--- src/rtl/addsub_serial.sv ---
// Digit-serial unsigned adder/subtractor: DIGIT bits per cycle, LSB digit first, valid/ready on both sides.
// Define ADDSUB_OVF_EN to compute signed overflow on ovf; otherwise ovf is tied to 0.
module addsub_serial #(
    parameter int unsigned WIDTH = 16,
    parameter int unsigned DIGIT = 4
) (
    input  logic             clk,
    input  logic             rst,
    input  logic             in_valid,
    output logic             in_ready,
    input  logic [WIDTH-1:0] a,
    input  logic [WIDTH-1:0] b,
    input  logic             u,
    output logic             out_valid,
    input  logic             out_ready,
    output logic [WIDTH-1:0] s,
    output logic             c,
    output logic             ovf
);

    localparam int unsigned N    = WIDTH / DIGIT;
    localparam int unsigned CntW = (N > 1) ? $clog2(N) : 1;

    if (WIDTH < 2 || DIGIT < 1 || DIGIT > WIDTH || (WIDTH % DIGIT) != 0) begin : g_bad_param
        $error("addsub_serial: illegal WIDTH/DIGIT combination");
    end

    typedef enum logic [1:0] {StIdle, StRun, StDone} state_e;

    state_e            state_q, state_d;
    logic [WIDTH-1:0]  a_q, a_d, b_q, b_d, s_q, s_d;
    logic              u_q, u_d, c_q, c_d, chain_q, chain_d;
    logic [CntW-1:0]   cnt_q, cnt_d;

    int unsigned       base;
    logic [DIGIT-1:0]  a_k, b_k, dig_res;
    logic [DIGIT:0]    dig_full;
    logic              chain_nx, accept, last;

    assign accept = (state_q == StIdle) && in_valid;
    assign last   = (state_q == StRun) && (cnt_q == CntW'(N - 1));

    // Bit DIGIT of the (DIGIT+1)-bit result is the carry for add and the borrow for sub.
    always_comb begin
        base     = 32'(cnt_q) * DIGIT;
        a_k      = a_q[base +: DIGIT];
        b_k      = b_q[base +: DIGIT];
        if (u_q) begin
            dig_full = {1'b0, a_k} - {1'b0, b_k} - {{DIGIT{1'b0}}, chain_q};
        end else begin
            dig_full = {1'b0, a_k} + {1'b0, b_k} + {{DIGIT{1'b0}}, chain_q};
        end
        dig_res  = dig_full[DIGIT-1:0];
        chain_nx = dig_full[DIGIT];
    end

    always_comb begin
        state_d = state_q;
        a_d     = a_q;
        b_d     = b_q;
        u_d     = u_q;
        s_d     = s_q;
        c_d     = c_q;
        chain_d = chain_q;
        cnt_d   = cnt_q;
        unique case (state_q)
            StIdle: begin
                if (accept) begin
                    a_d     = a;
                    b_d     = b;
                    u_d     = u;
                    s_d     = '0;
                    c_d     = 1'b0;
                    chain_d = 1'b0;
                    cnt_d   = '0;
                    state_d = StRun;
                end
            end
            StRun: begin
                s_d[base +: DIGIT] = dig_res;
                chain_d            = chain_nx;
                cnt_d              = cnt_q + CntW'(1);
                if (last) begin
                    c_d     = chain_nx;
                    state_d = StDone;
                end
            end
            StDone: begin
                if (out_ready) begin
                    state_d = StIdle;
                end
            end
            default: state_d = StIdle;
        endcase
    end

    always_ff @(posedge clk) begin
        if (rst) begin
            state_q <= StIdle;
            a_q     <= '0;
            b_q     <= '0;
            u_q     <= 1'b0;
            s_q     <= '0;
            c_q     <= 1'b0;
            chain_q <= 1'b0;
            cnt_q   <= '0;
        end else begin
            state_q <= state_d;
            a_q     <= a_d;
            b_q     <= b_d;
            u_q     <= u_d;
            s_q     <= s_d;
            c_q     <= c_d;
            chain_q <= chain_d;
            cnt_q   <= cnt_d;
        end
    end

`ifdef ADDSUB_OVF_EN
    logic ovf_q, ovf_d;

    // The last digit carries the result MSB, so overflow is known in the final RUN cycle.
    always_comb begin
        ovf_d = ovf_q;
        if (accept) begin
            ovf_d = 1'b0;
        end else if (last) begin
            if (u_q) begin
                ovf_d = (a_q[WIDTH-1] != b_q[WIDTH-1]) && (dig_res[DIGIT-1] != a_q[WIDTH-1]);
            end else begin
                ovf_d = (a_q[WIDTH-1] == b_q[WIDTH-1]) && (dig_res[DIGIT-1] != a_q[WIDTH-1]);
            end
        end
    end

    always_ff @(posedge clk) begin
        if (rst) begin
            ovf_q <= 1'b0;
        end else begin
            ovf_q <= ovf_d;
        end
    end

    assign ovf = ovf_q;
`else
    assign ovf = 1'b0;
`endif

    assign in_ready  = (state_q == StIdle);
    assign out_valid = (state_q == StDone);
    assign s         = s_q;
    assign c         = c_q;

endmodule

--- config.mk ---
export PLATFORM = sky130hd
export DESIGN_NAME = addsub_serial
export DESIGN_NICKNAME = d
export VERILOG_FILES = /design/src/rtl/addsub_serial.sv
export SDC_FILE = /design/constraint.sdc
export NUM_CORES = 1
export LEC_CHECK = 0
export BUFFER_PORTS_ARGS = -buffer_cell sky130_fd_sc_hd__buf_2
export CAP_MARGIN = 30
export CORE_MARGIN = 5
export CORE_UTILIZATION = 49
export CTS_CLUSTER_SIZE = 28
export DETAILED_ROUTE_END_ITERATION = 8
export GPL_TIMING_DRIVEN = 0
export PLACE_DENSITY_LB_ADDON = 0.15
export SYNTH_ARGS = -nofsm -noshare
export SYNTH_HDL_FRONTEND = slang
export SYNTH_SLANG_ARGS = --single-unit
--- constraint.sdc ---
create_clock -name clk -period 3 [get_ports clk]
set_input_delay 0.3 -clock clk [delete_from_list [all_inputs] [get_ports clk]]
set_output_delay 0.3 -clock clk [all_outputs]
set_load 0.05 [all_outputs]
# Word level (Yosys, flattened, before mapping)
# Cells that the tools add are included.
# totals
regBits	55
in_bits	37
out_inout_bits	20
# op_classes
n_addsub	6
eq_ne	6
shifts	4
mux	14
reduce_logical	8
# ops
op	count
4-bit negation with 34-bit output	1
4-bit by 34-bit variable shift with 16-bit output, first input constant	1
4-bit by 34-bit variable part select with 16-bit output	1
16-bit one-hot mux with 2 select lines	1
16-bit by 5-bit variable part select with 4-bit output	2
16-bit bitwise mux	1
16-bit two-way mux	1
2-bit two-way mux	4
2-bit one-hot mux with 3 select lines	1
3-bit AND reduction	2
4-bit by 4-bit adder with 5-bit output	1
5-bit by 1-bit adder with 5-bit output	1
5-bit two-way mux	1
4-bit by 4-bit subtractor with 5-bit output	1
5-bit by 1-bit subtractor with 5-bit output	1
2-bit == test, second input constant	2
2-bit by 1-bit inequality test with 1-bit output, second input constant	2
1-bit one-hot mux with 2 select lines	2
2-bit one-hot mux with 2 select lines	1
2-bit AND reduction	2
2-bit by 1-bit adder with 2-bit output, second input constant	1
2-bit by 1-bit == test with 1-bit output, second input constant	1
1-bit logical AND	2
2-bit zero test	1
3 further kinds	4

# Logic depth before layout (Yosys ltp)
# logic_depth
word_depth	7
mapped_depth	11

# Worst setup path after synthesis
# Ideal clock, no wire load.
# synth_timing
kind	flip-flop to flip-flop
from	reg cnt_q[0]
to	reg s_q[11] (netlist: s[11])
setup_time_ns	0.069
arrival_time_ns	3.028
required_ns	2.931
slack_ns	-0.097
path_stages_with_launch	10
n_path_buf	2
synth_period_minus_slack_ns	3.097
path_cell_list	dfxtp_1 -> buf_2 -> buf_2 -> mux4_2 -> fa_1 -> ha_1 -> and3b_1 -> a221o_1 -> o41a_1 -> o21ai_1
# synth_between
elab_chain_cells	7
# synth_rtl
item	line	text
start, declared	33	logic [CntW-1:0] cnt_q, cnt_d;
start signal, assigned	115	cnt_q <= cnt_d;
16-bit by 5-bit variable part select with 4-bit output, on equally long branches	46, 47	
4-bit by 4-bit adder with 5-bit output or 4-bit by 4-bit subtractor with 5-bit output (tied branches)	51, 49	
5-bit by 1-bit adder with 5-bit output or 5-bit by 1-bit subtractor with 5-bit output (tied branches)	51, 49	
5-bit two-way mux	48	if (u_q) begin
4-bit by 34-bit variable part select with 16-bit output	80	s_d[base +: DIGIT] = dig_res;
16-bit bitwise mux *	80	
16-bit one-hot mux with 2 select lines *	66	unique case (state_q)
end signal, assigned	103	s_q <= '0;
end signal, assigned	112	s_q <= s_d;
end, declared	31	logic [WIDTH-1:0] a_q, a_d, b_q, b_d, s_q, s_d;
# Mark *: on every way between the ends. The rest lies on a longest branch, timed or not.
# A chain may end at the register's enable or synchronous reset.

# Worst setup path after layout
# layout_timing
from	reg cnt_q[0]
to	reg s_q[3] (netlist: s[3])
# Same word-level chain as after synthesis.

==> key figures <==
Floorplanning
  – Chip Height: 84.08 um
  – Std-Cell Rows: 27
  – X dimension of the die: 84.08 um
  – Ports placed on the boundary: 57
  – Floorplan core area: 5405 um2
  – Initial Utilization: 0.4975
  – Die outline area: 7069 um2

Drt
  – Router iterations before antenna repair: 4
  – Post-DR vias/cell: 5.189
  – DRT antenna net count: 0
  – DR vias: 2,392
  – Average wire per cell in the routed design: 14.34 um
  – Final wirelength: 6.613 mm
  – Number of design-rule violations left by the first detailed-router iteration: 112
  – Number of remaining DRC errors: 0

Synth
  – Post-synthesis simple-gate area fraction: 0.2234
  – Arithmetic-cell share of the synthesized area counting full adders, half adders and majority gates: 0.08097
  – Distinct cell type count of the synthesized netlist: 40
  – Post-Syn Instances: 319
  – Netlist area before placement: 2689 um2
  – Synthesized Nets: 371
  – Count of flip-flops with a built-in enable after synthesis: 0
  – Avg Synthesized Cell Area: 8.429 um2
  – Portion of netlist area occupied by mux cells: 0.07399
  – Async S/R FF share, synth: 0
  – Proportion of synthesized chip area in sequential cells: 0.4095
  – Flop and latch count out of synthesis: 55
  – Count of synthesis-stage warnings from yosys: 0
  – Largest cells by area after synthesis: sky130_fd_sc_hd__dfxtp_1 41%, sky130_fd_sc_hd__nand2_1 11%, sky130_fd_sc_hd__a21oi_1 7.3%
  – Cell type with the highest aggregate area in the netlist: sky130_fd_sc_hd__dfxtp_1
  – Area share of the largest cell type after synthesis: 0.4095
  – Dominant combinational cell family by area after synthesis: simple AND/OR/NAND/NOR gates
  – Parity-gate share of the synthesized area counting xor and xnor cells: 0
  – Complex-gate fraction of the synthesized area: 0.1619
  – Most common flop cell mapped by yosys: sky130_fd_sc_hd__dfxtp_1

Power
  – LEAKAGE: 1.400 nW
  – Tot Pwr: 1.592 mW
  – Worst vdd ir: 0.3050 mV
  – Power density normalized to cell area: 485.1 nW/um2

Layout
  – Filler cell count in the final layout: 524
  – Number of nets at the end of the flow: 440
  – Fraction of final layout cells with drive strength greater than 1: 0.2314
  – Diodes inserted: 0
  – Filler-free cell count of the finished design: 461
  – Final cell area excluding filler cells: 3281 um2
  – Commonest non-fill, non-tap cell in the layout: sky130_fd_sc_hd__nand2_1
  – Leading cell types in the layout, fill and taps excluded: 78 x sky130_fd_sc_hd__nand2_1, 56 x sky130_fd_sc_hd__buf_2, 54 x sky130_fd_sc_hd__dfxtp_1, 39 x sky130_fd_sc_hd__a21oi_1, 17 x sky130_fd_sc_hd__clkbuf_1
  – Synthesis-to-layout area growth: 22.01%

Status
  – Run status: finished clean

STA
  – Worst-case hold slack: 0.2277 ns
  – Shortest period the worst path allows: 2.922 ns
  – Final hold vios: 0
  – Worst Skew: 0.01034 ns
  – Finish-stage setup viols: 0
  – Slew of the pin with the lowest slew margin: 0.7454 ns
  – RSZ-0062 raised after global routing: no
  – Final critical-path share of the clock period: 0.9741
  – Headroom to the max-slew limit: 0.4985
  – Max Clock Freq: 0.3422 GHz
  – Number of pins with negative max-slew slack in the final report: 0

GRT
  – GR Util met3: 0.03949
  – Vias in the first global route: 2,334
  – Global route total overflow: 0
  – Antenna violations before repair: 0
  – Global-route usage over all layers: 0.1888
  – Global routing's busiest layer: met2
  – Pin count of the biggest net entering global routing: 16
  – First-pass GRT wire length: 10.96 mm
  – Met2 Track Usage GR: 0.3178
  – GRT met1 Usage: 0.2488

Clocking
  – Clock root buffer master: sky130_fd_sc_hd__clkbuf_8
  – Hold-fix buffers, CTS: 0
  – Number of levels the H-tree was split into: 2
  – Insertion delay to the later sink of the worst-skew pair: 0.30 ns
  – CTS Buf Count: 5
  – TritonCTS clock tree: built
  – Buffer depth of the longest clock path: 2
  – Total clock sinks: 55
  – CTS clock-pin slew for the worst setup and hold paths: 0.10 ns

Placed design
  – Half-perimeter wire length after detailed placement: 4.859 mm
  – Post-Place Cell Area: 3060 um2
  – Placed cell count: 446
  – Placer congestion estimate: 0.9137
  – Count of input and output buffers: 55

Critical path
  – Data arrival time at the worst-slack endpoint: 3.15 ns
  – Required @ worst endpoint: 3.23 ns
  – Type of the worst setup path: flip-flop to flip-flop
  – Max Fanout on Critical Path: 7
  – Worst Setup Start Kind: flip-flop
  – Crit end category: flip-flop

Run
  – Number of maximum-capacitance constraint violations: 0

Worst hold path
  – Min-delay worst type: input port to flip-flop
==> metal layers <==
metal	vias up	share of wire
met5	-	0
met4	0	0.022
met3	10	0.049
met2	63	0.47
met1	1096	0.45
li1	1223	-
==> worst max-delay path: stages, from the launching register on <==
cell and delay (ns):
sky130_fd_sc_hd__dfxtp_2 0.36, sky130_fd_sc_hd__buf_6 0.12, sky130_fd_sc_hd__buf_12 0.12, sky130_fd_sc_hd__mux4_2 0.54
sky130_fd_sc_hd__ha_4 0.29, sky130_fd_sc_hd__inv_1 0.07, sky130_fd_sc_hd__ha_4 0.27, sky130_fd_sc_hd__and3b_1 0.16
sky130_fd_sc_hd__a221o_1 0.29, sky130_fd_sc_hd__o41a_1 0.45, sky130_fd_sc_hd__o21ai_1 0.17
==> Yosys cell counts (2+ instances only) <==
cell type / number
sky130_fd_sc_hd__buf_2: 3
sky130_fd_sc_hd__nor4_1: 2
sky130_fd_sc_hd__fa_1: 4
sky130_fd_sc_hd__nor2b_1: 4
sky130_fd_sc_hd__o21ai_0: 8
sky130_fd_sc_hd__nand2b_1: 3
sky130_fd_sc_hd__a21boi_0: 2
sky130_fd_sc_hd__nor4b_1: 2
sky130_fd_sc_hd__mux2i_1: 3
sky130_fd_sc_hd__dfxtp_1: 55
sky130_fd_sc_hd__and3_1: 2
sky130_fd_sc_hd__a22oi_1: 9
sky130_fd_sc_hd__clkbuf_1: 16
sky130_fd_sc_hd__nor2_1: 16
sky130_fd_sc_hd__mux4_2: 7
sky130_fd_sc_hd__a211oi_1: 3
sky130_fd_sc_hd__o21ai_1: 4
sky130_fd_sc_hd__nand3_1: 5
sky130_fd_sc_hd__a21o_1: 4
sky130_fd_sc_hd__nand2_1: 78
sky130_fd_sc_hd__a21oi_1: 39
sky130_fd_sc_hd__and3b_1: 4
sky130_fd_sc_hd__nand3b_1: 6
sky130_fd_sc_hd__nor3_1: 2
sky130_fd_sc_hd__ha_1: 11
sky130_fd_sc_hd__inv_1: 13
==> report_power, final <==
part           internal, mW  switching, mW  leakage (nW)
combinational         0.161          0.215         0.900
clock                 0.211          0.223        0.0515
sequential            0.764         0.0175         0.449
total                  1.14          0.456          1.40
==> sequential cells by signal, summed over array words and instances, names as in the netlist <==
register	count
b_q	16
s	16
u_q	1
cnt_q	2
chain_q	1
state_q	2
a_q	16
c	1
==> area by class of cell <==
| class | instances | area (um2) | share of cell area |
|---|---|---|---|
| Tap cell | 72 | 90.09 | 0.02746 |
| Inverter | 13 | 48.80 | 0.01487 |
| Sequential cell | 55 | 1102 | 0.3360 |
| Timing Repair Buffer | 62 | 327.8 | 0.09992 |
| Clock buffer | 8 | 100.1 | 0.03051 |
| Multi-Input combinational cell | 231 | 1508 | 0.4596 |
| Buffer | 20 | 103.9 | 0.03166 |
==> path summary, 6_finish.rpt <==
path | startpoint | end | slack, ns | depth (start not counted)
worst max-delay path | cnt_q[0] | s[3] | 0.08 | 10
worst min-delay path | b[11] | b_q[11] | 0.23 | 3
worst max register to register | cnt_q[0] | s[3] | 0.08 | 10
worst min register to register | s[6] | s[6] | 0.46 | 2
==> kinds of logic after synthesis <==
kind of cell / after synthesis
AOI/OAI and AO/OA: 74
DFF: 55
buffers and inverters: 33
other: 1
and+or+nand+nor: 130
muxes: 11
adders and majority gates: 15
==> through the flow <==
stage	utilization	worst slack (ns)	TNS, ns
3_5_place_dp	0.5662	-0.3205	-1.398
5_1_grt	0.6069	0.01015	0
6_report	0.6069	0.07779	0
2_1_floorplan	-	0.003573	0
4_1_cts	0.5938	0.02679	0
3_3_place_gp	0.5662	-0.2563	-1.009
==> what timing repair did <==
item	in CTS	in global routing
setup endpoints to repair	12	11
cloned	0	0
resized for setup	8	7
pin swaps	2	4
setup buffers	2	5
Power figures use the tool's default switching activity.
